`src/rtl/forward_select_unit_pkg.sv`:
```
// Shared pipeline-control types and constants for the EX-stage forwarding logic.
package cpu_pipe_pkg;

   localparam int REG_AW = 5;
   localparam int SEL_W  = 2;

   localparam logic [SEL_W-1:0] FWD_RF    = 2'b00;
   localparam logic [SEL_W-1:0] FWD_EXMEM = 2'b01;
   localparam logic [SEL_W-1:0] FWD_MEMWB = 2'b10;

   typedef struct packed {
      logic              valid;
      logic [REG_AW-1:0] rd;
      logic              regwrite;
      logic              memread;
   } stage_ctl_t;

   // A stage can supply src only if it will write a real (non-zero) register.
   function automatic logic fwd_hit(input stage_ctl_t s, input logic [REG_AW-1:0] src);
      return s.valid & s.regwrite & (s.rd != '0) & (s.rd == src);
   endfunction

endpackage

```
`src/rtl/forward_select_unit_if.sv`:
```
// ID-stage request and EX-mux select bundle between the decode stage and the forwarding unit.
interface forward_select_unit_if;
   import cpu_pipe_pkg::*;

   // id_valid_i qualifies every id_* field for the current cycle; there is no ready,
   // the unit answers backpressure through stall_o in the same cycle.
   logic              id_valid_i;
   logic [REG_AW-1:0] id_rs_i;
   logic [REG_AW-1:0] id_rt_i;
   logic [REG_AW-1:0] id_rd_i;
   logic              id_regwrite_i;
   logic              id_memread_i;
   logic              flush_i;
   logic [SEL_W-1:0]  fwd_a_sel_o;
   logic [SEL_W-1:0]  fwd_b_sel_o;
   logic              stall_o;
   logic [15:0]       stall_cnt_o;

   modport master (
      output id_valid_i, id_rs_i, id_rt_i, id_rd_i, id_regwrite_i, id_memread_i, flush_i,
      input  fwd_a_sel_o, fwd_b_sel_o, stall_o, stall_cnt_o
   );

   modport slave (
      input  id_valid_i, id_rs_i, id_rt_i, id_rd_i, id_regwrite_i, id_memread_i, flush_i,
      output fwd_a_sel_o, fwd_b_sel_o, stall_o, stall_cnt_o
   );

endinterface

```
`src/rtl/forward_select_unit_fwd_compare.sv`:
```
// Picks the operand source for one EX mux; the younger EX/MEM result beats MEM/WB.
module fwd_compare
   import cpu_pipe_pkg::*;
(
   input  logic              src_valid,
   input  logic [REG_AW-1:0] src,
   input  stage_ctl_t        exmem,
   input  stage_ctl_t        memwb,
   output logic [SEL_W-1:0]  sel
);

   logic unused_memread;
   assign unused_memread = exmem.memread ^ memwb.memread;

   always_comb begin
      sel = FWD_RF;
      if (src_valid) begin
         if (fwd_hit(exmem, src)) begin
            sel = FWD_EXMEM;
         end else if (fwd_hit(memwb, src)) begin
            sel = FWD_MEMWB;
         end
      end
   end

endmodule

```
`src/rtl/forward_select_unit.sv`:
```
// Forwarding-select and load-use stall unit tracking ID/EX, EX/MEM and MEM/WB control.
// Optional stall-cycle counter enabled by defining STALL_CNT_EN.
module forward_select_unit
   import cpu_pipe_pkg::*;
(
   input logic                  clk_i,
   input logic                  rst_i,
   forward_select_unit_if.slave bus
);

   stage_ctl_t        idex_q;
   stage_ctl_t        exmem_q;
   stage_ctl_t        memwb_q;
   logic [REG_AW-1:0] idex_rs_q;
   logic [REG_AW-1:0] idex_rt_q;
   logic              stall;
   logic              bubble;

   // A load in EX whose result the ID instruction needs cannot be forwarded in time.
   assign stall = idex_q.valid & idex_q.memread & (idex_q.rd != '0) & bus.id_valid_i &
                  ((idex_q.rd == bus.id_rs_i) | (idex_q.rd == bus.id_rt_i));

   assign bubble = stall | bus.flush_i | ~bus.id_valid_i;

   always_ff @(posedge clk_i or posedge rst_i) begin
      if (rst_i) begin
         idex_q    <= '0;
         exmem_q   <= '0;
         memwb_q   <= '0;
         idex_rs_q <= '0;
         idex_rt_q <= '0;
      end else begin
         exmem_q <= idex_q;
         memwb_q <= exmem_q;
         if (bubble) begin
            idex_q    <= '0;
            idex_rs_q <= '0;
            idex_rt_q <= '0;
         end else begin
            idex_q.valid    <= 1'b1;
            idex_q.rd       <= bus.id_rd_i;
            idex_q.regwrite <= bus.id_regwrite_i;
            idex_q.memread  <= bus.id_memread_i;
            idex_rs_q       <= bus.id_rs_i;
            idex_rt_q       <= bus.id_rt_i;
         end
      end
   end

   fwd_compare u_fwd_a (
      .src_valid (idex_q.valid),
      .src       (idex_rs_q),
      .exmem     (exmem_q),
      .memwb     (memwb_q),
      .sel       (bus.fwd_a_sel_o)
   );

   fwd_compare u_fwd_b (
      .src_valid (idex_q.valid),
      .src       (idex_rt_q),
      .exmem     (exmem_q),
      .memwb     (memwb_q),
      .sel       (bus.fwd_b_sel_o)
   );

   assign bus.stall_o = stall;

`ifdef STALL_CNT_EN
   logic [15:0] stall_cnt_q;

   always_ff @(posedge clk_i or posedge rst_i) begin
      if (rst_i) begin
         stall_cnt_q <= '0;
      end else if (stall && (stall_cnt_q != 16'hFFFF)) begin
         stall_cnt_q <= stall_cnt_q + 16'd1;
      end
   end

   assign bus.stall_cnt_o = stall_cnt_q;
`else
   assign bus.stall_cnt_o = 16'h0;
`endif

endmodule

```
`src/flat_wrapper.sv`:
```
// flat-port wrapper written by rule: the top's interface ports become plain ports
module forward_select_unit_flat import cpu_pipe_pkg::*;
  (clk_i, rst_i, bus_id_valid_i, bus_id_rs_i, bus_id_rt_i, bus_id_rd_i, bus_id_regwrite_i, bus_id_memread_i, bus_flush_i, bus_fwd_a_sel_o, bus_fwd_b_sel_o, bus_stall_o, bus_stall_cnt_o);
  forward_select_unit_if bus_i ();
  input logic clk_i;
  input logic rst_i;
  input wire logic [$bits(bus_i.id_valid_i)-1:0] bus_id_valid_i;
  input wire logic [$bits(bus_i.id_rs_i)-1:0] bus_id_rs_i;
  input wire logic [$bits(bus_i.id_rt_i)-1:0] bus_id_rt_i;
  input wire logic [$bits(bus_i.id_rd_i)-1:0] bus_id_rd_i;
  input wire logic [$bits(bus_i.id_regwrite_i)-1:0] bus_id_regwrite_i;
  input wire logic [$bits(bus_i.id_memread_i)-1:0] bus_id_memread_i;
  input wire logic [$bits(bus_i.flush_i)-1:0] bus_flush_i;
  output wire logic [$bits(bus_i.fwd_a_sel_o)-1:0] bus_fwd_a_sel_o;
  output wire logic [$bits(bus_i.fwd_b_sel_o)-1:0] bus_fwd_b_sel_o;
  output wire logic [$bits(bus_i.stall_o)-1:0] bus_stall_o;
  output wire logic [$bits(bus_i.stall_cnt_o)-1:0] bus_stall_cnt_o;
  assign bus_i.id_valid_i = bus_id_valid_i;
  assign bus_i.id_rs_i = bus_id_rs_i;
  assign bus_i.id_rt_i = bus_id_rt_i;
  assign bus_i.id_rd_i = bus_id_rd_i;
  assign bus_i.id_regwrite_i = bus_id_regwrite_i;
  assign bus_i.id_memread_i = bus_id_memread_i;
  assign bus_i.flush_i = bus_flush_i;
  assign bus_fwd_a_sel_o = bus_i.fwd_a_sel_o;
  assign bus_fwd_b_sel_o = bus_i.fwd_b_sel_o;
  assign bus_stall_o = bus_i.stall_o;
  assign bus_stall_cnt_o = bus_i.stall_cnt_o;
  forward_select_unit u_core (.clk_i(clk_i), .rst_i(rst_i), .bus(bus_i));
endmodule
```
`config.mk`:
```
export PLATFORM = sky130hd
export DESIGN_NAME = forward_select_unit_flat
export DESIGN_NICKNAME = d
export VERILOG_FILES = /design/src/rtl/forward_select_unit_pkg.sv /design/src/rtl/forward_select_unit_if.sv /design/src/rtl/forward_select_unit_fwd_compare.sv /design/src/rtl/forward_select_unit.sv /design/src/flat_wrapper.sv
export SDC_FILE = /design/constraint.sdc
export NUM_CORES = 1
export LEC_CHECK = 0
export CAP_MARGIN = 10
export CORE_MARGIN = 2
export CORE_UTILIZATION = 52
export CTS_CLUSTER_SIZE = 30
export DETAILED_ROUTE_END_ITERATION = 12
export GPL_TIMING_DRIVEN = 0
export PLACE_DENSITY = 0.84
export SLEW_MARGIN = 5
export SYNTH_ARGS = -nofsm -noshare
export SYNTH_HDL_FRONTEND = slang
export SYNTH_HIERARCHICAL = 1
export SYNTH_SLANG_ARGS = --single-unit
```
`constraint.sdc`:
```
create_clock -name clk_i -period 2.6 [get_ports clk_i]
set_clock_uncertainty 0.2 [all_clocks]
set_input_delay 0.52 -clock clk_i [delete_from_list [all_inputs] [get_ports clk_i]]
set_output_delay 0.52 -clock clk_i [all_outputs]
set_load 0.01 [all_outputs]
```
# Word level (Yosys, flattened, before mapping)
# Cells that the tools add are included.
# Widths: inputs -> output; s select.
# word_totals
register_bits,32
wordCells,46
# classes
eq_ne,6
mux,9
n_bitwise,16
n_reduce_logical,3
# ops
cell,count
$eq 5x5->1,6
$reduce_bool 5->1,3
$and 1x1->1,12
$mux 2,6
$mux 5,2
$mux 8,1
$or 1x1->1,3
$not 1->1,1

# Depth between registers and ports, before layout
# depth
depth_word,7
ltp_mapped,5
ltp_nobuf,4

# Hierarchy
# Netlist, hierarchy kept.
# modules_own_cells
mod,instances,cells_per_inst,area_each_um2
forward_select_unit,1,112,1347.5
fwd_compare,2,25,172.7

# Worst setup path before layout
# No wires, ideal clock.
# synth_path
path_type,input to output
startpoint,input port bus_id_rs_i[4]
endpoint,output port bus_stall_o
t_arrival_ps,1374
t_required_ps,1880
slack_ps,506
stages,5
path_buffers,1
path_cell_list,xnor2_1 -> nand3_1 -> o22ai_4 -> buf_8 -> and2_1
# synth_between
elab_chain_cells,3
# synth_lines
item,line,text
from (decl),flat_wrapper.sv:8,input wire logic [$bits(bus_i.id_rs_i)-1:0] bus_id_rs_i;
$eq 5x5->1,forward_select_unit.sv:21,((idex_q.rd == bus.id_rs_i) | (idex_q.rd == bus.id_rt_i));
$or 1x1->1,forward_select_unit.sv:21,
$and 1x1->1,forward_select_unit.sv:20,assign stall = idex_q.valid & idex_q.memread & (idex_q.rd != '0) & bus.id_valid_i &
to (decl),flat_wrapper.sv:16,output wire logic [$bits(bus_i.stall_o)-1:0] bus_stall_o;
# No other way between the ends.

# Final worst setup path
# layout_path
startpoint,input port bus_id_valid_i
endpoint,output port bus_stall_o
# layout_between
elab_chain_cells,2
# layout_lines
item,line,text
from (decl),flat_wrapper.sv:7,input wire logic [$bits(bus_i.id_valid_i)-1:0] bus_id_valid_i;
$and 1x1->1 (2 in a row),forward_select_unit.sv:20,
# No other way between the ends.

==> results.ini <==
[drt]
detail_route.drc_violations = 0
totalWireLength_um = 3870
drt_pass1_iterations = 6
vias_per_cell = 4.89
antenna_left = 0
routed-via-count = 1290
post_drt_wl_per_cell_um = 14.7
drt_iter0_markers = 43

[grt]
met3_usage_pct = 4.76
met2_global_route_usage_pct = 41.8
overflow = 0
antenna_found_initial = 0
grt_busiest_layer = met2
first_pass_grt_wire_length_um = 5780
pin_count_of_the_biggest_net_entering_global_routing = 33
met1_usage_in_global_routing_pct = 23.3
grt_use_total_pct = 22.2
vias_in_the_first_global_route = 1338

[layout]
utilization_pct = 74.3
fin_nets = 240
filler_cell_count = 213
antenna_cells = 0
flow.area_growth_from_synthesis_pct = 37.0
drive_gt1_share_pct = 25.5

[critical_path]
ff2ff_path_depth = 7
cpMaxStageDelayCell = sky130_fd_sc_hd__clkdlybuf4s50_1
crit_required_ns = 1.88
path_class = in -> out
cp.arrival_ns = 1.86
crit_path_max_fanout = 10
cp_cell_sequence = clkdlybuf4s50_1, nand3_2, a21oi_4, buf_6, and2_1, clkdlybuf4s15_2
critPathMaxStageDelay_ns = 0.52
cp-end-kind = output pin
timing.critical_path.from_type = input port

[floorplan]
die_y_um = 60.2
die_width_um = 60.2
initial_utilization_pct = 54.3
die_area_um2 = 3620
design.portCount = 42
num_rows = 20
fp.coreArea_um2 = 3030

[clock_tree]
clock_tree.htree_level_count = 2
clock-sinks = 32
numCtsBuffers = 5
clock_insertion_delay_worst_skew_ns = 0.32
clockBufferDepth = 2
root_cell_of_the_clock_tree = sky130_fd_sc_hd__clkbuf_4
cts_tree = done
clk_transition_reported_paths_ns = 0.11

[timing]
grt_setup_unrepaired = false
final_period_util_pct = 99.3
timing_max_transition_violations_final = 0
fin_crit_ns = 2.58
hold_viol = 0
timing.final.setup_violations = 0
max_freq_ghz = 0.387

[power_and_ir_drop]
power.static_leakage_nw = 1.15
power.total_mw = 1.15
p_per_area_nw_per_um2 = 510
worst_ir_drop_vdd_v = 0.000500

[placed_design]
gpl.final_weighted_congestion = 0.861
detailedPlacementHpwl_um = 2660
port-buffer-count = 25

[outcome]
status = finished, final reports clean

[synthesis]
postSynthAreaPerCell_um2 = 10.3
synth_area_um2 = 1640
syn_inst = 160
ys_warn_count = 6

[run]
maxCapViolations = 0

[hold_path]
worstHoldPathType = reg -> reg
hold_path_depth = 0

## where the power goes
group	switching, mW	internal [mW]	total [mW]
clock	0.173	0.255	0.429
combinational	0.0837	0.0932	0.177
sequential	0.0249	0.517	0.542
total	0.282	0.866	1.15
## per-layer routing
layer	up-vias	routed length (um)
met5	-	0
met4	0	49
met3	5	190
li1	624	-
met2	48	2150
met1	613	1480
## metrics by stage
| stage | hold slack [ns] | worst slack (ns) | TNS (ns) | area (um^2) | cells |
|---|---|---|---|---|---|
| 2_1_floorplan | 0.131 | 0.506 | 0 | 1700 | 175 |
| 3_3_place_gp | 0.137 | -0.569 | -0.569 | 2000 | 244 |
| 3_5_place_dp | 0.139 | -0.596 | -0.596 | 2000 | 244 |
| 4_1_cts | 0.160 | -0.113 | -0.113 | 2150 | 257 |
| 5_1_grt | 0.179 | 0.00125 | 0 | 2250 | 264 |
| 6_report | 0.172 | 0.0189 | 0 | 2250 | 264 |
## worst max-delay path: cells and delay by family
family | cells | cell delay [ns]
AO/OA/AOI/OAI | 1 | 0.18
buffers and inverters | 3 | 0.89
AND/OR/NAND/NOR | 2 | 0.27
## timing repair
action	4_1_cts	5_1_grt
hold buffers	0	0
pin swaps	3	11
setup buffers	5	6
hold endpoints to repair	0	0
cloned	0	0
gates resized for setup	18	16
setup endpoints to repair	5	4
## state kept, by name, summed over array words and instances (netlist names)
register	cells
u_core/idex_rs_q	5
u_core/idex_rt_q	5
u_core/idex_q	8
u_core/exmem_q	7
u_core/memwb_q	7
## worst paths after layout
kind	startpoint	to	slack (ns)
setup / recovery	bus_id_valid_i	bus_stall_o	0.02
hold / removal	u_core/idex_q[1]	u_core/exmem_q[1]	0.17
setup reg to reg	u_core/idex_q[2]	u_core/idex_rs_q[3]	0.81
hold reg to reg	u_core/idex_q[1]	u_core/exmem_q[1]	0.17
max in group asynchronous	rst_i	u_core/exmem_q[5]	1.56
min in group asynchronous	rst_i	u_core/memwb_q[7]	0.21
## final cells by class
type                       count  area [um^2]  area share, %
inverter                      21         78.8           3.50
sequential                    32          806           35.8
timing repair buffer          37          359           16.0
multi-input combinational    103          707           31.4
clock inverter                 1         30.0           1.33
tap                           44         55.1           2.45
buffer                        19          150           6.67
clock buffer                   7         65.1           2.89
## cells in the final DEF, fill, tap and decap left out, types with 2 or more instances in the layout
master,n
sky130_fd_sc_hd__a211oi_1,10
sky130_fd_sc_hd__a21oi_1,10
sky130_fd_sc_hd__a222oi_1,2
sky130_fd_sc_hd__and4_1,2
sky130_fd_sc_hd__buf_4,27
sky130_fd_sc_hd__clkbuf_4,5
sky130_fd_sc_hd__clkbuf_8,2
sky130_fd_sc_hd__clkdlybuf4s50_1,10
sky130_fd_sc_hd__conb_1,16
sky130_fd_sc_hd__dfrtp_1,28
sky130_fd_sc_hd__dfrtp_2,4
sky130_fd_sc_hd__dlygate4sd2_1,6
sky130_fd_sc_hd__dlymetal6s2s_1,6
sky130_fd_sc_hd__inv_1,20
sky130_fd_sc_hd__nand2_1,11
sky130_fd_sc_hd__nand3_1,4
sky130_fd_sc_hd__nor2_1,4
sky130_fd_sc_hd__nor3_2,2
sky130_fd_sc_hd__nor4_1,4
sky130_fd_sc_hd__o2111ai_2,2
sky130_fd_sc_hd__o21ai_0,2
sky130_fd_sc_hd__o22ai_1,2
sky130_fd_sc_hd__xnor2_1,11
sky130_fd_sc_hd__xor2_1,10
No activity file was read; power rests on OpenSTA's default activity.
